$ cat src/rtl/ps2_host_tx.sv
// Host-to-device PS/2 transmitter: clock inhibit, request-to-send, 11-bit frame
// shifted on the device's falling clock edges, then acknowledge check.
module ps2_host_tx #(
    parameter int unsigned INHIBIT_CYCLES = 6000,
    parameter int unsigned SETUP_CYCLES   = 100,
    parameter int unsigned TIMEOUT_CYCLES = 750000
) (
    input  logic       clk_50,
    input  logic       areset,
    input  logic [7:0] tx_data,
    input  logic       tx_valid,
    output logic       tx_ready,
    input  logic       ps2_clk,
    input  logic       ps2_dat,
    output logic       ps2_clk_oe,
    output logic       ps2_dat_oe,
    output logic       tx_done,
    output logic       tx_error
);
    localparam int unsigned PHASE_MAX = (INHIBIT_CYCLES > SETUP_CYCLES) ? INHIBIT_CYCLES : SETUP_CYCLES;
    localparam int unsigned PW        = (PHASE_MAX > 1) ? $clog2(PHASE_MAX) : 1;
    localparam int unsigned WW        = $clog2(TIMEOUT_CYCLES + 1);

    localparam logic [2:0] S_IDLE         = 3'd0;
    localparam logic [2:0] S_INHIBIT      = 3'd1;
    localparam logic [2:0] S_RTS          = 3'd2;
    localparam logic [2:0] S_SHIFT        = 3'd3;
    localparam logic [2:0] S_WAIT_RELEASE = 3'd4;

    logic [2:0]    state;
    logic [9:0]    clk_hist;
    logic          dat_meta;
    logic          dat_sync;
    logic [9:0]    frame;
    logic [PW-1:0] phase_cnt;
    logic [3:0]    edge_cnt;
    logic [WW-1:0] wd_cnt;

    logic clk_fall;
    logic clk_sync;
    logic wd_expired;

    // History doubles as synchronizer; a fall needs five stable highs then five stable lows.
    assign clk_fall   = (clk_hist[9:5] == '1) && (clk_hist[4:0] == '0);
    assign clk_sync   = clk_hist[1];
    assign wd_expired = (wd_cnt == WW'(TIMEOUT_CYCLES - 1));
    assign tx_ready   = (state == S_IDLE);

    always_ff @(posedge clk_50) begin
        if (areset) begin
            state      <= S_IDLE;
            clk_hist   <= '1;
            dat_meta   <= 1'b1;
            dat_sync   <= 1'b1;
            frame      <= '0;
            phase_cnt  <= '0;
            edge_cnt   <= '0;
            wd_cnt     <= '0;
            ps2_clk_oe <= 1'b0;
            ps2_dat_oe <= 1'b0;
            tx_done    <= 1'b0;
            tx_error   <= 1'b0;
        end else begin
            clk_hist <= {clk_hist[8:0], ps2_clk};
            dat_meta <= ps2_dat;
            dat_sync <= dat_meta;
            tx_done  <= 1'b0;
            tx_error <= 1'b0;

            case (state)
                S_IDLE: begin
                    ps2_clk_oe <= 1'b0;
                    ps2_dat_oe <= 1'b0;
                    if (tx_valid) begin
                        frame      <= {1'b1, ~^tx_data, tx_data};
                        phase_cnt  <= '0;
                        ps2_clk_oe <= 1'b1;
                        state      <= S_INHIBIT;
                    end
                end

                S_INHIBIT: begin
                    if (phase_cnt == PW'(INHIBIT_CYCLES - 1)) begin
                        phase_cnt  <= '0;
                        ps2_dat_oe <= 1'b1;
                        state      <= S_RTS;
                    end else begin
                        phase_cnt <= phase_cnt + 1'b1;
                    end
                end

                S_RTS: begin
                    if (phase_cnt == PW'(SETUP_CYCLES - 1)) begin
                        phase_cnt  <= '0;
                        ps2_clk_oe <= 1'b0;
                        edge_cnt   <= '0;
                        wd_cnt     <= '0;
                        state      <= S_SHIFT;
                    end else begin
                        phase_cnt <= phase_cnt + 1'b1;
                    end
                end

                S_SHIFT: begin
                    wd_cnt <= wd_cnt + 1'b1;
                    // The ack decision is checked first so it wins over a simultaneous timeout.
                    if (clk_fall && (edge_cnt == 4'd10)) begin
                        tx_done    <= ~dat_sync;
                        tx_error   <= dat_sync;
                        ps2_dat_oe <= 1'b0;
                        edge_cnt   <= edge_cnt + 4'd1;
                        state      <= S_WAIT_RELEASE;
                    end else if (wd_expired) begin
                        ps2_clk_oe <= 1'b0;
                        ps2_dat_oe <= 1'b0;
                        tx_error   <= 1'b1;
                        state      <= S_IDLE;
                    end else if (clk_fall) begin
                        ps2_dat_oe <= ~frame[edge_cnt];
                        edge_cnt   <= edge_cnt + 4'd1;
                    end
                end

                S_WAIT_RELEASE: begin
                    wd_cnt     <= wd_cnt + 1'b1;
                    ps2_clk_oe <= 1'b0;
                    ps2_dat_oe <= 1'b0;
                    if (clk_sync && dat_sync) begin
                        state <= S_IDLE;
                    end else if (wd_expired) begin
                        tx_error <= 1'b1;
                        state    <= S_IDLE;
                    end
                end

                default: begin
                    ps2_clk_oe <= 1'b0;
                    ps2_dat_oe <= 1'b0;
                    state      <= S_IDLE;
                end
            endcase
        end
    end

endmodule

$ cat config.mk
export PLATFORM = sky130hd
export DESIGN_NAME = ps2_host_tx
export DESIGN_NICKNAME = d
export VERILOG_FILES = /design/src/rtl/ps2_host_tx.sv
export SDC_FILE = /design/constraint.sdc
export NUM_CORES = 1
export LEC_CHECK = 0
export ABC_AREA = 1
export BUFFER_PORTS_ARGS = -buffer_cell sky130_fd_sc_hd__buf_2
export CAP_MARGIN = 5
export CORE_MARGIN = 2
export CORE_UTILIZATION = 65
export CTS_CLUSTER_SIZE = 10
export DETAILED_ROUTE_END_ITERATION = 10
export GPL_TIMING_DRIVEN = 0
export PLACE_DENSITY = 0.92
export SYNTH_ARGS = -nofsm -noshare
export SYNTH_HDL_FRONTEND = slang
export SYNTH_SLANG_ARGS = --single-unit
$ cat constraint.sdc
create_clock -name clk_50 -period 3.2 [get_ports clk_50]
set_input_delay 0.64 -clock clk_50 [delete_from_list [all_inputs] [get_ports clk_50]]
set_output_delay 0.64 -clock clk_50 [all_outputs]
set_load 0.02 [all_outputs]
==> impl_summary.txt, run 1 <==
----------------------------------------------------
[Timing]
  Min Tclk post-route ... 2075 ps
  Post-route setup TNS ... 0 ps
  Max-slew headroom ... 60.81%
  Layout Skew ... 11.53 ps
  Number of hold violations in the final report ... 0
  Final worst-path setup slack ... roughly 1100 ps
  Setup repair after global routing missed its margin ... false
  Peak Freq ... slightly below 500 MHz
  Portion of the clock cycle consumed by the worst path in the final layout ... 64.83%
  Final number of setup-violating endpoints ... 0
  Pin slew with the least headroom to its limit ... between 500 and 600 ps
  Max-slew violations ... 0

[Yosys]
  Post-synth design cell area ... 3478 sq um
  Average size of a mapped cell ... just under 7 sq um
  Primary FF master, synth ... sky130_fd_sc_hd__dfxtp_1
  Nets in the synthesized netlist ... 534
  Top-area cell type share of the netlist area ... 37.99%
  Top post-synthesis cells by area ... sky130_fd_sc_hd__dfxtp_1, sky130_fd_sc_hd__nand2_1, sky130_fd_sc_hd__inv_1, sky130_fd_sc_hd__nor2_1, sky130_fd_sc_hd__nand3_1
  Count of flip-flops with a built-in enable after synthesis ... 0
  Yosys warnings ... 0
  Register area share after synthesis ... a little under two fifths
  Most instantiated cells after synthesis ... sky130_fd_sc_hd__nand2_1, sky130_fd_sc_hd__dfxtp_1, sky130_fd_sc_hd__inv_1
  Post-synthesis register bit count ... 66
  Synth cell types ... 37
  Leading cell type by number of instances after synthesis ... sky130_fd_sc_hd__nand2_1
  Post-synthesis async set-or-reset flop share ... 0%
  Cell count after synthesis ... 517
  Leading area contributor after synthesis ... sky130_fd_sc_hd__dfxtp_1

[CTS]
  Post-CTS clock slew at the launch and capture registers of the worst setup and hold paths ... 70 ps
  Number of setup buffers added after CTS ... 0
  Number of clock sinks ... 66
  Bufs on Longest Clock Path ... 2
  # hold bufs at CTS ... 0
  Max H-tree Level ... 3
  Clk Tree Root Cell ... sky130_fd_sc_hd__clkbuf_8
  Number of buffers created by CTS ... 9
  Number of gates given a new drive strength after cts ... 0
  Latest clock arrival within the worst-skew pair ... 350 ps
  Clock tree from TritonCTS ... done

[Detailed routing]
  Final wirelength ... 7888 um
  Iteration count of the initial detailed-routing pass ... 6
  Via total after detailed routing ... 3,422
  Post-detailed-route wirelength per cell ... 12.72 um
  Total DRC errors in the routed layout ... 0
  Antenna-violating nets left ... 0
  Violation count after the first detailed-route iteration ... 397
  Drt via density ... 5.519

[Final layout]
  Net total in the final layout ... roughly 560
  Antenna diodes ... 0
  Share of final-layout standard cells stronger than drive strength 1 ... 14.55%
  Synth-to-layout area growth ... 10.11%

[Die]
  Cell Rows ... 26
  I/O Pins ... 18
  Floorplan die height ... 77.15 um
  Floorplan die area ... 5952 sq um
  Horizontal extent of the die ... 77.15 um
  Placeable core area ... 5140 sq um
  Effective utilization at floorplan ... 67.67%

[Critical path]
  Worst EP required ... 3480 ps
  Critical path endpoint category ... flip-flop
  Critical path launch point type ... flip-flop
  Setup CP Type ... flip-flop to flip-flop
  Arrival time of data at the critical path endpoint ... 2350 ps
  Maximum net fanout on the critical path ... 8

[Flow run]
  Total of max-cap violations ... 0

[Min path]
  Tightest Hold Check Type ... flip-flop to flip-flop

[Global routing]
  Antenna violations before repair ... 0
  Global-route wire length before repair ... around 14,000 um
  Largest net degree at the start of global routing ... 14
  Total global routing overflow ... 0
  Overall track demand over capacity in global routing ... between 20 and 30%
  Via count of the first global-routing pass ... ~3,100

[Power and ir drop]
  Switching share of power ... 39.50%
  Flop pwr share ... 41.0%
  Logic gate share of total power ... between 30% and 40%
  Pwr Density ... around 620 nW/um^2
  Maximum resistive drop on vdd ... 0.0004775 V
  Cell internal power dissipation ... roughly 0.0014 W
  Net load switching power ... 0.0009372 W
  Static Leakage ... about 1.5 nW
  Clk network pwr share ... 26.7%

[Outcome]
  Outcome ... finished clean

[Placed design]
  Post-placement worst setup slack ... 1097 ps
  HPWL after detailed placement ... 5650 um
  Gpl congestion ... between 0.9 and 1
  IO Port Bufs ... 17

----------------------------------------------------
## registers in the layout, indices dropped and copies added (netlist names), 3 cells and up
name,count
clk_hist,10
edge_cnt,4
wd_cnt,20
phase_cnt,13
state,3
frame,10
## cells in the final DEF (no fill, tap or decap), drive strengths merged
cell / Yosys / final
ha: 4 / 4
nor2: 66 / 66
xor2: 6 / 6
nand2: 129 / 129
a21oi: 43 / 43
xnor2: 7 / 7
nor4: 2 / 2
o21ai: 23 / 23
nor3b: 2 / 2
nor3: 14 / 14
buf: 4 / 21
dfxtp: 66 / 66
clkbuf: 6 / 15
o21a: 2 / 2
a31o: 2 / 2
o21bai: 1 / 1
clkinvlp: 0 / 2
a22oi: 1 / 1
nand3: 45 / 45
o22ai: 1 / 1
inv: 72 / 73
clkinv: 0 / 4
nand4: 8 / 8
or2: 13 / 13
## worst max-delay path, stage by stage (launching register included)
cell and delay [ps]:
sky130_fd_sc_hd__dfxtp_1 350, sky130_fd_sc_hd__clkbuf_1 300, sky130_fd_sc_hd__inv_1 220, sky130_fd_sc_hd__ha_1 240, sky130_fd_sc_hd__nand3_1 120, sky130_fd_sc_hd__inv_1 60, sky130_fd_sc_hd__nand2_1 110, sky130_fd_sc_hd__nand2_1 60
sky130_fd_sc_hd__nand2_1 90, sky130_fd_sc_hd__nand2_1 120, sky130_fd_sc_hd__nand2_2 130, sky130_fd_sc_hd__nand2_1 80, sky130_fd_sc_hd__a21oi_1 130
## cell families after synthesis
group                    share of synthesized area [%]
AO/OA/AOI/OAI                                    11.48
AND/OR/NAND/NOR                                  36.44
buffers and inverters                            9.389
flip-flops                                       37.99
adder cells (fa/ha/maj)                          1.439
XOR/XNOR                                         3.273
## layer usage
| metal | wire length (um) | share of wire [%] | GRT usage (%) |
|---|---|---|---|
| met5 | 0 | 0 | 0 |
| met4 | 167 | 2.1 | 12.14 |
| met3 | 469 | 5.9 | 4.706 |
| met2 | 3809 | 48 | 45.22 |
| met1 | 3442 | 44 | 36.36 |
## metrics by stage
step | area [sq um] | utilization, % | std cells | hold WS (ps) | power (W)
2_1_floorplan | 3478 | - | 517 | 389.5 | 0.001563
3_3_place_gp | 3651 | 71.03 | 604 | 391.0 | 0.001706
3_5_place_dp | 3651 | 71.03 | 604 | 394.1 | 0.001733
4_1_cts | 3830 | 74.51 | 620 | 412.9 | 0.002367
5_1_grt | 3830 | 74.51 | 620 | 427.8 | 0.002495
6_report | 3830 | 74.51 | 620 | 411.6 | 0.002373
## area by class of cell
type                    instances  area (sq um)
plain buffers                  10         51.30
clock buffers                   9         123.9
clock inverters                 7         55.05
fillers                       415          1310
inverters                      72         275.3
multi-input cells             369          1831
flip-flops and latches         66          1321
well taps                      70         87.58
repair buffers                 17         85.08
## power by group through the flow
stage	Clock, W	Combinational (W)	Sequential, W
2_1_floorplan	0	0.000578	0.000985
3_3_place_gp	0	0.000721	0.000985
3_5_place_dp	0	0.000745	0.000988
4_1_cts	0.000635	0.000760	0.000971
5_1_grt	0.000664	0.000848	0.000983
6_report	0.000634	0.000766	0.000973
## path summary, 6_finish.rpt
check         startpoint           to  slack (ps)  cells past startpoint
max          edge_cnt[0]  edge_cnt[2]        1130                     12
min reg2reg     dat_meta     dat_sync         410                      1
max reg2reg  edge_cnt[0]  edge_cnt[2]        1130                     12
min             dat_meta     dat_sync         410                      1
(Power assumes the default switching activity.)
==> inputs of run 2 (changes only) <==
Settings changed: CORE_UTILIZATION 65 to 55, PLACE_DENSITY 0.92 to 0.84.
Clock period 3.2 ns to 1.7 ns, I/O delays scaled along.
==> run 2 against run 1 <==
Compared with the run above: via count up 2.3%; global-route usage down 4.2 points; combinational power up 120%; non-clock buffer count up 11; setup slack worse by 1100 ps; fmax up 22%; critical path depth unchanged; clock-buffer cell count up 1; register-to-register slack worse by 1100 ps; hold slack worse by 240 ps; sequential cell count unchanged; clock power rose to 2.6 times the previous value; critical path type unchanged; largest cell class unchanged.
==> impl_summary.txt, run 2 (same netlist as run 1, synthesis figures left out) <==
----------------------------------------------------
[Final layout]
  Biggest registers after layout ... wd_cnt: 20 flops, phase_cnt: 13 flops
  Flip-flop count of the largest register, all copies and words added ... 20 (unchanged)
  Commonest cells after routing, fill and taps aside ... sky130_fd_sc_hd__nand2_1, sky130_fd_sc_hd__inv_1, sky130_fd_sc_hd__nor2_1
  Synth-to-layout area growth ... 18.31%
  Net total in the final layout ... 573 (+2.0%)
  Utilization after layout ... 68.29% (-6.2 points)
  Top reg by flops ... wd_cnt
  Share of final-layout standard cells stronger than drive strength 1 ... 21.03% (+6.5 points)
  Antenna diodes ... 0 (unchanged)
  Most common cell after layout, fill and taps aside ... sky130_fd_sc_hd__nand2_1
  Final standard cell count with taps included and fillers excluded ... 636 (+2.6%)

[CTS]
  Bufs on Longest Clock Path ... 2 (unchanged)
  # hold bufs at CTS ... 0 (unchanged)
  Number of clock sinks ... 66 (unchanged)
  Clock tree from TritonCTS ... done
  Clk Tree Root Cell ... sky130_fd_sc_hd__clkbuf_8
  Number of buffers created by CTS ... 9 (unchanged)
  Post-CTS clock slew at the launch and capture registers of the worst setup and hold paths ... 80 ps (about the same)
  Latest clock arrival within the worst-skew pair ... 340 ps (about the same)
  Max H-tree Level ... 3 (unchanged)

[Critical path]
  Critical path launch point type ... flip-flop
  Critical Path Max Stage Delay ... 360 ps (about the same)
  Bufs and invs on worst path ... 3 (unchanged)
  Maximum net fanout on the critical path ... 6 (-2)
  Critical path endpoint category ... flip-flop
  Worst r2r path cells ... 12 (unchanged)
  Cell type of the slowest stage on the worst timing path ... sky130_fd_sc_hd__dfxtp_2
  Logic depth of the worst setup path including buffers ... 12 (unchanged)
  Crit-path cells ... ha_4 -> nand2_2 -> inv_1 -> nand2_1 -> nor2_1 -> nand2_1 -> nand2_2 -> nand2_4 -> o21ai_4 -> inv_2 -> nand3_2 -> inv_1
  Worst EP required ... 1930 ps (-1550 ps)
  Setup CP Type ... flip-flop to flip-flop
  Largest delay contributor family on the critical path ... simple AND/OR/NAND/NOR gates
  Arrival time of data at the critical path endpoint ... 1930 ps (-420 ps)

[Placed design]
  Post-placement worst setup slack ... -261.6 ps (-1358 ps)
  IO Port Bufs ... 17 (unchanged)
  HPWL after detailed placement ... 5711 um (+1.1%)
  Gpl congestion ... 0.9182 (-4.9%)
  Number of placed instances with taps included ... 609 (+0.83%)

[Global routing]
  Via count of the first global-routing pass ... 3,214 (+4.1%)
  Global-route wire length before repair ... 13,740 um (+1.6%)
  Total global routing overflow ... 0 (unchanged)
  Largest net degree at the start of global routing ... 13 (-1)
  Antenna violations before repair ... 0 (unchanged)
  Overall track demand over capacity in global routing ... 23.66% (-4.2 points)

[Die]
  Floorplan die height ... 83.53 um (+8.3%)
  Floorplan die area ... 6976 sq um (+17%)
  Cell Rows ... 28 (+7.7%)
  Effective utilization at floorplan ... 57.72% (-9.9 points)
  I/O Pins ... 18 (unchanged)
  Placeable core area ... 6026 sq um (+17%)
  Horizontal extent of the die ... 83.53 um (+8.3%)

[Outcome]
  Outcome ... finished clean

[Timing]
  Max-slew headroom ... 62.95% (+2.1 points)
  Final number of setup-violating endpoints ... 0 (unchanged)
  Min Tclk post-route ... 1695 ps (-379.7 ps)
  Layout Skew ... 11.74 ps (+0.2100 ps)
  Pin slew with the least headroom to its limit ... 555.7 ps (-32.08 ps)
  Post-route setup TNS ... 0 ps (unchanged)
  Peak Freq ... 590.0 MHz (+22%)
  Final worst-path setup slack ... 5.052 ps (-1120 ps)
  Number of hold violations in the final report ... 0 (unchanged)
  Portion of the clock cycle consumed by the worst path in the final layout ... 99.70% (+35 points)
  Fin Hold WS ... 173.6 ps (-238.0 ps)
  Max-slew violations ... 0 (unchanged)
  Setup repair after global routing missed its margin ... true

[Detailed routing]
  Via total after detailed routing ... 3,499 (+2.3%)
  Post-detailed-route wirelength per cell ... 13.24 um (+4.1%)
  Iteration count of the initial detailed-routing pass ... 5 (-1)
  Violation count after the first detailed-route iteration ... 255 (-36%)
  Final wirelength ... 8420 um (+6.7%)
  Total DRC errors in the routed layout ... 0 (unchanged)
  Drt via density ... 5.502 (-0.32%)
  Antenna-violating nets left ... 0 (unchanged)

[Power and ir drop]
  Static Leakage ... 1.635 nW (+7.4%)
  Maximum resistive drop on vdd ... 0.0009001 V (+89%)
  Pwr Density ... 1266 nW/um^2 (+100%)

[Min path]
  Tightest Hold Check Type ... input port to flip-flop
  Instance count along the most critical hold path ... 2 (+1)

[Flow run]
  Total of max-cap violations ... 0 (unchanged)

----------------------------------------------------
==> run 2: final timing paths <==
| check | slack (ps) | from | end |
|---|---|---|---|
| max | 5 | phase_cnt[1] | phase_cnt[2] |
| min reg2reg | 410 | dat_meta | dat_sync |
| max reg2reg | 5 | phase_cnt[1] | phase_cnt[2] |
| min | 170 | ps2_clk | clk_hist[0] |
==> run 2: worst register-to-register path: cells and delay by family, from the launching register on <==
kind | cells | cell delay (ps)
compound gates | 1 | 240
fa+ha+maj | 1 | 160
buf+inv | 3 | 240
flops | 1 | 360
simple gates | 7 | 590
==> run 2: area by class of cell <==
type / count / area (sq um)
clock buffer: 10 / 137.6
inverter: 72 / 279.0
fill: 475 / 1911
sequential: 66 / 1341
multi-input combinational: 369 / 1916
timing repair buffer: 29 / 187.7
tap: 75 / 93.84
buffer: 9 / 47.55
clock inverter: 6 / 112.6
==> run 2: metal layers <==
| metal | GRT usage (%) | share of wire, % | vias up |
|---|---|---|---|
| li1 | - | - | 1727 |
| met1 | 27.97 | 42 | 1601 |
| met2 | 41.72 | 50 | 147 |
| met3 | 5.638 | 6.0 | 24 |
| met4 | 8.651 | 2.5 | 0 |
| met5 | 0 | 0 | - |
==> run 2: where the power goes <==
part | switching [W] | internal [W]
Combinational | 0.00105 | 0.000623
Clock | 0.000626 | 0.00102
Sequential | 0.000165 | 0.00173
Total | 0.00184 | 0.00337
==> run 2: timing repair <==
item	in CTS	in global routing
setup endpoints to repair	19	38
pin swaps	6	5
hold endpoints to repair	0	0
resized for setup	14	22
buffers inserted	7	5
==> run 2: through the flow <==
step           total power (W)  cell area [sq um]
6_report              0.005208               4115
5_1_grt               0.005472               4115
4_1_cts               0.005047               3999
3_5_place_dp          0.003271               3657
3_3_place_gp          0.003225               3657
2_1_floorplan         0.002943               3478
